**src/rtl/collision_engine_pkg.sv**
```systemverilog
// Shared constants for the collision engine: FSM encoding and default sizing.
// Latency: n/a (package only).
// Backpressure: n/a.
package collision_engine_pkg;

    localparam int DEF_NUM_SEG  = 7;
    localparam int DEF_COORD_W  = 4;
    localparam int DEF_COOLDOWN = 2;

    localparam logic [1:0] ST_IDLE   = 2'd0;
    localparam logic [1:0] ST_SNAP   = 2'd1;
    localparam logic [1:0] ST_SCAN   = 2'd2;
    localparam logic [1:0] ST_COMMIT = 2'd3;

    // Width of a segment index; a single-segment dragon still needs one bit.
    function automatic int idx_width(input int n);
        return (n > 1) ? $clog2(n) : 1;
    endfunction

endpackage

```
**src/rtl/collision_engine_pos_match.sv**
```systemverilog
// Enabled tile-position equality compare.
// Latency: combinational.
// Backpressure: none.
module pos_match #(
    parameter int POS_W = 8
) (
    input  logic             en,
    input  logic [POS_W-1:0] a,
    input  logic [POS_W-1:0] b,
    output logic             match
);

    // A disabled target (invisible segment or sword) never matches.
    assign match = en && (a == b);

endmodule

```
**src/rtl/collision_engine.sv**
```systemverilog
// Per-frame dragon collision scan: player, sword and sheep against each segment.
// Latency: done and updated flags NUM_SEG+2 cycles after frame_start.
// Backpressure: none; a frame_start during a scan restarts it from a fresh snapshot.
module collision_engine
    import collision_engine_pkg::*;
#(
    parameter int NUM_SEG  = DEF_NUM_SEG,
    parameter int COORD_W  = DEF_COORD_W,
    parameter int COOLDOWN = DEF_COOLDOWN,
    localparam int POS_W   = 2 * COORD_W,
    localparam int IDX_W   = idx_width(NUM_SEG)
) (
    input  logic                     clk,
    input  logic                     rst_n,
    input  logic                     frame_start,
    input  logic [POS_W-1:0]         player_pos,
    input  logic [POS_W-1:0]         sword_pos,
    input  logic                     sword_active,
    input  logic [POS_W-1:0]         sheep_pos,
    input  logic [NUM_SEG-1:0]       seg_active,
    input  logic [NUM_SEG*POS_W-1:0] seg_pos,
    output logic                     player_hit,
    output logic                     sword_hit,
    output logic                     sheep_hit,
    output logic                     player_hit_evt,
    output logic                     sword_hit_evt,
    output logic                     sheep_hit_evt,
    output logic [IDX_W-1:0]         sword_seg_idx,
    output logic                     busy,
    output logic                     done
);

    localparam logic [IDX_W-1:0] LAST_SEG = IDX_W'(NUM_SEG - 1);
    localparam logic [3:0]       CD_LOAD  = 4'(COOLDOWN);

    logic [1:0]               state;
    logic [IDX_W-1:0]         cnt;

    logic [POS_W-1:0]         player_q;
    logic [POS_W-1:0]         sword_q;
    logic [POS_W-1:0]         sheep_q;
    logic                     sword_act_q;
    logic [NUM_SEG-1:0]       seg_act_q;
    logic [NUM_SEG*POS_W-1:0] seg_pos_q;

    logic                     acc_player;
    logic                     acc_sword;
    logic                     acc_sheep;
    logic [IDX_W-1:0]         acc_idx;

    logic                     player_nx;
    logic                     sword_nx;
    logic                     sheep_nx;
    logic [IDX_W-1:0]         idx_nx;

    logic [3:0]               cd_cnt;

    logic [POS_W-1:0]         cur_pos;
    logic                     cur_act;
    logic                     last_seg;
    logic                     commit_go;
    logic                     m_player;
    logic                     m_sword;
    logic                     m_sheep;

    assign cur_pos   = seg_pos_q[cnt*POS_W +: POS_W];
    assign cur_act   = seg_act_q[cnt];
    assign last_seg  = (cnt == LAST_SEG);
    // The final scan cycle commits unless a new frame_start aborts it.
    assign commit_go = (state == ST_SCAN) && last_seg && !frame_start;

    assign busy = (state == ST_SNAP) || (state == ST_SCAN);
    assign done = (state == ST_COMMIT);

    pos_match #(.POS_W(POS_W)) u_match_player (
        .en    (cur_act),
        .a     (cur_pos),
        .b     (player_q),
        .match (m_player)
    );

    pos_match #(.POS_W(POS_W)) u_match_sword (
        .en    (cur_act && sword_act_q),
        .a     (cur_pos),
        .b     (sword_q),
        .match (m_sword)
    );

    // Only the head can eat the sheep.
    pos_match #(.POS_W(POS_W)) u_match_sheep (
        .en    (cur_act && (cnt == '0)),
        .a     (cur_pos),
        .b     (sheep_q),
        .match (m_sheep)
    );

    // Fold the current segment into the running flags; keep the first sword index.
    always_comb begin
        player_nx = acc_player | m_player;
        sword_nx  = acc_sword  | m_sword;
        sheep_nx  = acc_sheep  | m_sheep;
        idx_nx    = acc_idx;
        if (m_sword && !acc_sword) begin
            idx_nx = cnt;
        end
    end

    // Frame sequencing and segment counter.
    always_ff @(posedge clk or negedge rst_n) begin
        if (!rst_n) begin
            state <= ST_IDLE;
            cnt   <= '0;
        end else begin
            case (state)
                ST_IDLE: begin
                    if (frame_start) state <= ST_SNAP;
                end
                ST_SNAP: begin
                    cnt   <= '0;
                    state <= frame_start ? ST_SNAP : ST_SCAN;
                end
                ST_SCAN: begin
                    if (frame_start) begin
                        state <= ST_SNAP;
                    end else if (last_seg) begin
                        state <= ST_COMMIT;
                    end else begin
                        cnt <= cnt + 1'b1;
                    end
                end
                ST_COMMIT: begin
                    state <= frame_start ? ST_SNAP : ST_IDLE;
                end
                default: state <= ST_IDLE;
            endcase
        end
    end

    // Capture the scene once per frame so mid-scan input changes are ignored.
    always_ff @(posedge clk or negedge rst_n) begin
        if (!rst_n) begin
            player_q    <= '0;
            sword_q     <= '0;
            sheep_q     <= '0;
            sword_act_q <= 1'b0;
            seg_act_q   <= '0;
            seg_pos_q   <= '0;
        end else if (state == ST_SNAP) begin
            player_q    <= player_pos;
            sword_q     <= sword_pos;
            sheep_q     <= sheep_pos;
            sword_act_q <= sword_active;
            seg_act_q   <= seg_active;
            seg_pos_q   <= seg_pos;
        end
    end

    // Accumulators: cleared at every snapshot, so an aborted scan leaves nothing behind.
    always_ff @(posedge clk or negedge rst_n) begin
        if (!rst_n) begin
            acc_player <= 1'b0;
            acc_sword  <= 1'b0;
            acc_sheep  <= 1'b0;
            acc_idx    <= '0;
        end else if (state == ST_SNAP) begin
            acc_player <= 1'b0;
            acc_sword  <= 1'b0;
            acc_sheep  <= 1'b0;
            acc_idx    <= '0;
        end else if (state == ST_SCAN) begin
            acc_player <= player_nx;
            acc_sword  <= sword_nx;
            acc_sheep  <= sheep_nx;
            acc_idx    <= idx_nx;
        end
    end

    // Publish flags, edge events and player cooldown; visible during the COMMIT cycle.
    always_ff @(posedge clk or negedge rst_n) begin
        if (!rst_n) begin
            player_hit     <= 1'b0;
            sword_hit      <= 1'b0;
            sheep_hit      <= 1'b0;
            sword_seg_idx  <= '0;
            player_hit_evt <= 1'b0;
            sword_hit_evt  <= 1'b0;
            sheep_hit_evt  <= 1'b0;
            cd_cnt         <= '0;
        end else begin
            player_hit_evt <= 1'b0;
            sword_hit_evt  <= 1'b0;
            sheep_hit_evt  <= 1'b0;
            if (commit_go) begin
                player_hit    <= player_nx;
                sword_hit     <= sword_nx;
                sheep_hit     <= sheep_nx;
                sword_seg_idx <= sword_nx ? idx_nx : '0;
                // Current flag registers still hold the previous frame's result here.
                sword_hit_evt <= sword_nx && !sword_hit;
                sheep_hit_evt <= sheep_nx && !sheep_hit;
                if (player_nx && !player_hit && (cd_cnt == '0)) begin
                    player_hit_evt <= 1'b1;
                    cd_cnt         <= CD_LOAD;
                end else if (cd_cnt != '0) begin
                    cd_cnt <= cd_cnt - 4'd1;
                end
            end
        end
    end

endmodule
```
**config.mk**
```make
export PLATFORM = sky130hd
export DESIGN_NAME = collision_engine
export DESIGN_NICKNAME = d
export VERILOG_FILES = /design/src/rtl/collision_engine_pkg.sv /design/src/rtl/collision_engine_pos_match.sv /design/src/rtl/collision_engine.sv
export SDC_FILE = /design/constraint.sdc
export NUM_CORES = 1
export LEC_CHECK = 0
export CAP_MARGIN = 15
export CELL_PAD_IN_SITES_DETAIL_PLACEMENT = 0
export CELL_PAD_IN_SITES_GLOBAL_PLACEMENT = 2
export CORE_ASPECT_RATIO = 0.5
export CORE_MARGIN = 2
export CORE_UTILIZATION = 35
export CTS_CLUSTER_SIZE = 8
export DETAILED_ROUTE_END_ITERATION = 10
export GPL_TIMING_DRIVEN = 0
export PLACE_DENSITY = 0.79
export REMOVE_ABC_BUFFERS = 1
export SYNTH_ARGS = -nofsm -noshare
export SYNTH_HDL_FRONTEND = slang
export SYNTH_HIERARCHICAL = 1
export SYNTH_SLANG_ARGS = --single-unit
export TNS_END_PERCENT = 5
```
**constraint.sdc**
```tcl
create_clock -name clk -period 3.1 [get_ports clk]
set_clock_uncertainty 0.1 [all_clocks]
set_input_delay 0.62 -clock clk [delete_from_list [all_inputs] [get_ports clk]]
set_output_delay 0.62 -clock clk [all_outputs]
set_load 0.02 [all_outputs]
```
==> impl_results.md <==
* TritonRoute pass-1 iters at 4
* Gp weighted congestion at 0.699
* Arr. time, crit path at 3.05 ns
* Final hold slack at 0.0612 ns
* Layout Nets at 586
* Post-route clock period utilization at 94.4%
* Clock buffer depth at 2
* Slew margin rel. at 40.2%
* Total Power at 6.01 mW
* WL/cell at 16.2 um
* Worst slew pin tran at 0.896 ns
* Die footprint at 16200 sq um
* CTS tree: built
* CTS H-tree depth at 3
* Clock Latency Late Sink at 0.34 ns
* Aggregate global routing overflow at 0
* Via count of the first global-routing pass at 3265
* Via count at 3268
* Die H at 91.0 um
* Core area at 14600 sq um
* Status: finished clean
* Worst Setup Start Kind: flop
* Max frequency at 342 MHz
* Setup WS post-layout at 0.174 ns
* Pwr dens at 876 nW/um^2
* I/O Pins at 102
* Main combinational cell family by area after synthesis: multiplexers
* Leak at 2.72 nW
* Cells after Synth at 392
* Crit path kind: reg -> reg
* Synth Warn # at 6
* Root buffer cell: clkbuf_16
* Kind of end point of the critical path: flop
* Sequential share of the synthesized area at 52.9%
* Async set-reset flop share out of synthesis at 100%
* Die width at 178 um
* First-pass GRT wire length at 17700 um
* Initial DRC count at 144
* Req. time, crit path at 3.23 ns
* Place WS at -0.734 ns
* Distinct cell type count after synthesis at 42
* Post-synthesis mux area share at 27.2%
* Slew Limit Fails at 0
* Worst-path clk slew at 0.07 ns
* Multi-input logic area at 2370 sq um
* Detailed Place HPWL at 7550 um
* Final non-filler cell total at 687
* Top FF cell, synth: dfrtp_1
* Residual DRC at 0
* Placed insts at 670
* Synth Area in Adders at 2.36%
* Synth Register Bits at 112
* Fill cell count at 1374
* Post-Syn Area at 5300 sq um
* Final Setup Violations at 0
* Post-route design area at 6860 sq um
* Routed Antenna Nets at 0
* Number of flops mapped to enable cells by yosys at 0
* Final wirelength at 11200 um
* CTS sink count at 112
* Commonest non-fill, non-tap cell in the layout: dfrtp_1
* CP Max Fanout at 12
* Placed inst area at 6530 sq um
* Maximum vdd drop at 0.438 mV
* Worst Hold Class: in -> async
* CTS Buf Count at 9
* Final Hold Vio Count at 0
* Complex-gate fraction of the synthesized area at 5.01%
* Cell row count at 31
* Highest-count cells in the layout ignoring fill and taps: dfrtp_1 (110), clkdlybuf4s50_1 (100), mux2_1 (71)
* Via density at 4.76
* RSZ-0062 raised after global routing: yes
* Post-Synth XOR/XNOR Area at 3.97%
* Total GRT Usage at 14.1%
* Syn avg cell area at 13.5 sq um
* Largest net degree at the start of global routing at 80
* Layout cell share with drive strength beyond 1 at 13.5%
* Max-cap violations at 0
* Synthesis-to-finish area growth at 29.4%
* Final Critical Period at 2.93 ns
* Hold_buf cts at 0
* # diodes at 0
* Post-Synth Simple-Gate Area at 5.50%
* PortBufs at 101
* Initial antenna violation count at 0
* Sequential cell area at 2810 sq um
* Initial Util at 36.2%
==> report_power, final <==
group / total [mW] / internal (mW) / switching (mW)
Clock: 1.14 / 0.623 / 0.517
Sequential: 2.42 / 2.08 / 0.342
Combinational: 2.45 / 1.36 / 1.09
==> repair_timing <==
action	4_1_cts	5_1_grt
buffers inserted	0	1
resized for setup	5	1
gates cloned	0	1
setup endpoints to repair	18	6
==> logic make-up (layout without fill, tap and decap cells) <==
group / count (synthesis) / count (layout)
compound gates: 42 / 42
flops: 112 / 112
xor+xnor: 24 / 24
fa+ha+maj: 10 / 10
mux: 119 / 119
simple gates: 50 / 51
buf+inv: 35 / 131
==> synth_stat cells, types with 3 or more instances <==
cell,instances,area share [%]
mux4_2,9,3.8
nand2_1,10,0.71
buf_2,16,1.5
mux2i_1,9,1.7
o21ai_0,8,0.76
nor3_2,3,0.57
nor2_1,8,0.57
mux2_2,27,5.7
clkbuf_1,5,0.35
o22ai_1,3,0.35
o21ai_1,4,0.38
inv_1,10,0.71
nand4_1,3,0.35
ha_1,10,2.4
and3b_1,4,0.66
o2bb2ai_1,8,1.3
mux2_4,3,0.85
nand3_1,6,0.57
xnor2_1,24,4.0
mux2_1,71,15
a21oi_1,12,1.1
dfrtp_1,112,53
==> layout make-up <==
class / instances / area share, %
Clock buffer: 10 / 3.34
Clock inverter: 5 / 0.857
Tap cell: 198 / 3.61
Sequential cell: 112 / 40.9
Timing Repair Buffer: 105 / 16.1
Inverter: 11 / 0.602
Multi-Input combinational cell: 246 / 34.5
==> sequential cells by signal (all words and copies together) (netlist names) <==
name and flops:
sheep_hit 1, sword_q 8, sheep_q 8, acc_player 1, sheep_hit_evt 1, player_hit 1, sword_hit 1, player_q 8
cd_cnt 4, player_hit_evt 1, sword_seg_idx 3, sword_hit_evt 1, seg_act_q 7, state 2, seg_pos_q 56, acc_sheep 1
acc_sword 1, acc_idx 3, cnt 3, sword_act_q 1
==> metrics by stage <==
step	util, %	TNS (ns)
after floorplan	-	-30.90
after global placement	44.0	-518.48
after detailed placement	44.7	-7.48
after CTS	46.7	0
after global routing	46.9	-0.00645
final	46.9	0
==> critical path, cell delays in order, from the launching register on <==
cell and delay [ns]:
dfrtp_4 0.60, mux4_2 0.54, mux2_2 0.33, xnor2_1 0.21, nand4_1 0.19, nor3_4 0.28
nand2b_1 0.15, a21bo_1 0.21, a32o_1 0.19
==> path summary, 6_finish.rpt <==
| check | startpoint | to | slack [ns] | cells past startpoint |
|---|---|---|---|---|
| worst max-delay path | cnt[0] | acc_idx[1] | 0.17 | 8 |
| worst min-delay path | rst_n | seg_pos_q[16] | 0.06 | 1 |
| worst max register to register | cnt[0] | acc_idx[1] | 0.17 | 8 |
| worst min register to register | sword_hit | sword_hit_evt | 0.36 | 1 |
| max in group asynchronous | rst_n | acc_idx[1] | 2.14 | 2 |
| min in group clk | sword_hit | sword_hit_evt | 0.36 | 1 |
==> metal layers <==
metal	up-vias	GRT usage, %	share of wire, %
li1	1583	-	-
met1	1637	20.1	50
met2	44	22.4	47
met3	4	3.02	2.5
met4	0	2.46	0.32
met5	-	0	0
Power figures use the tool's default switching activity.
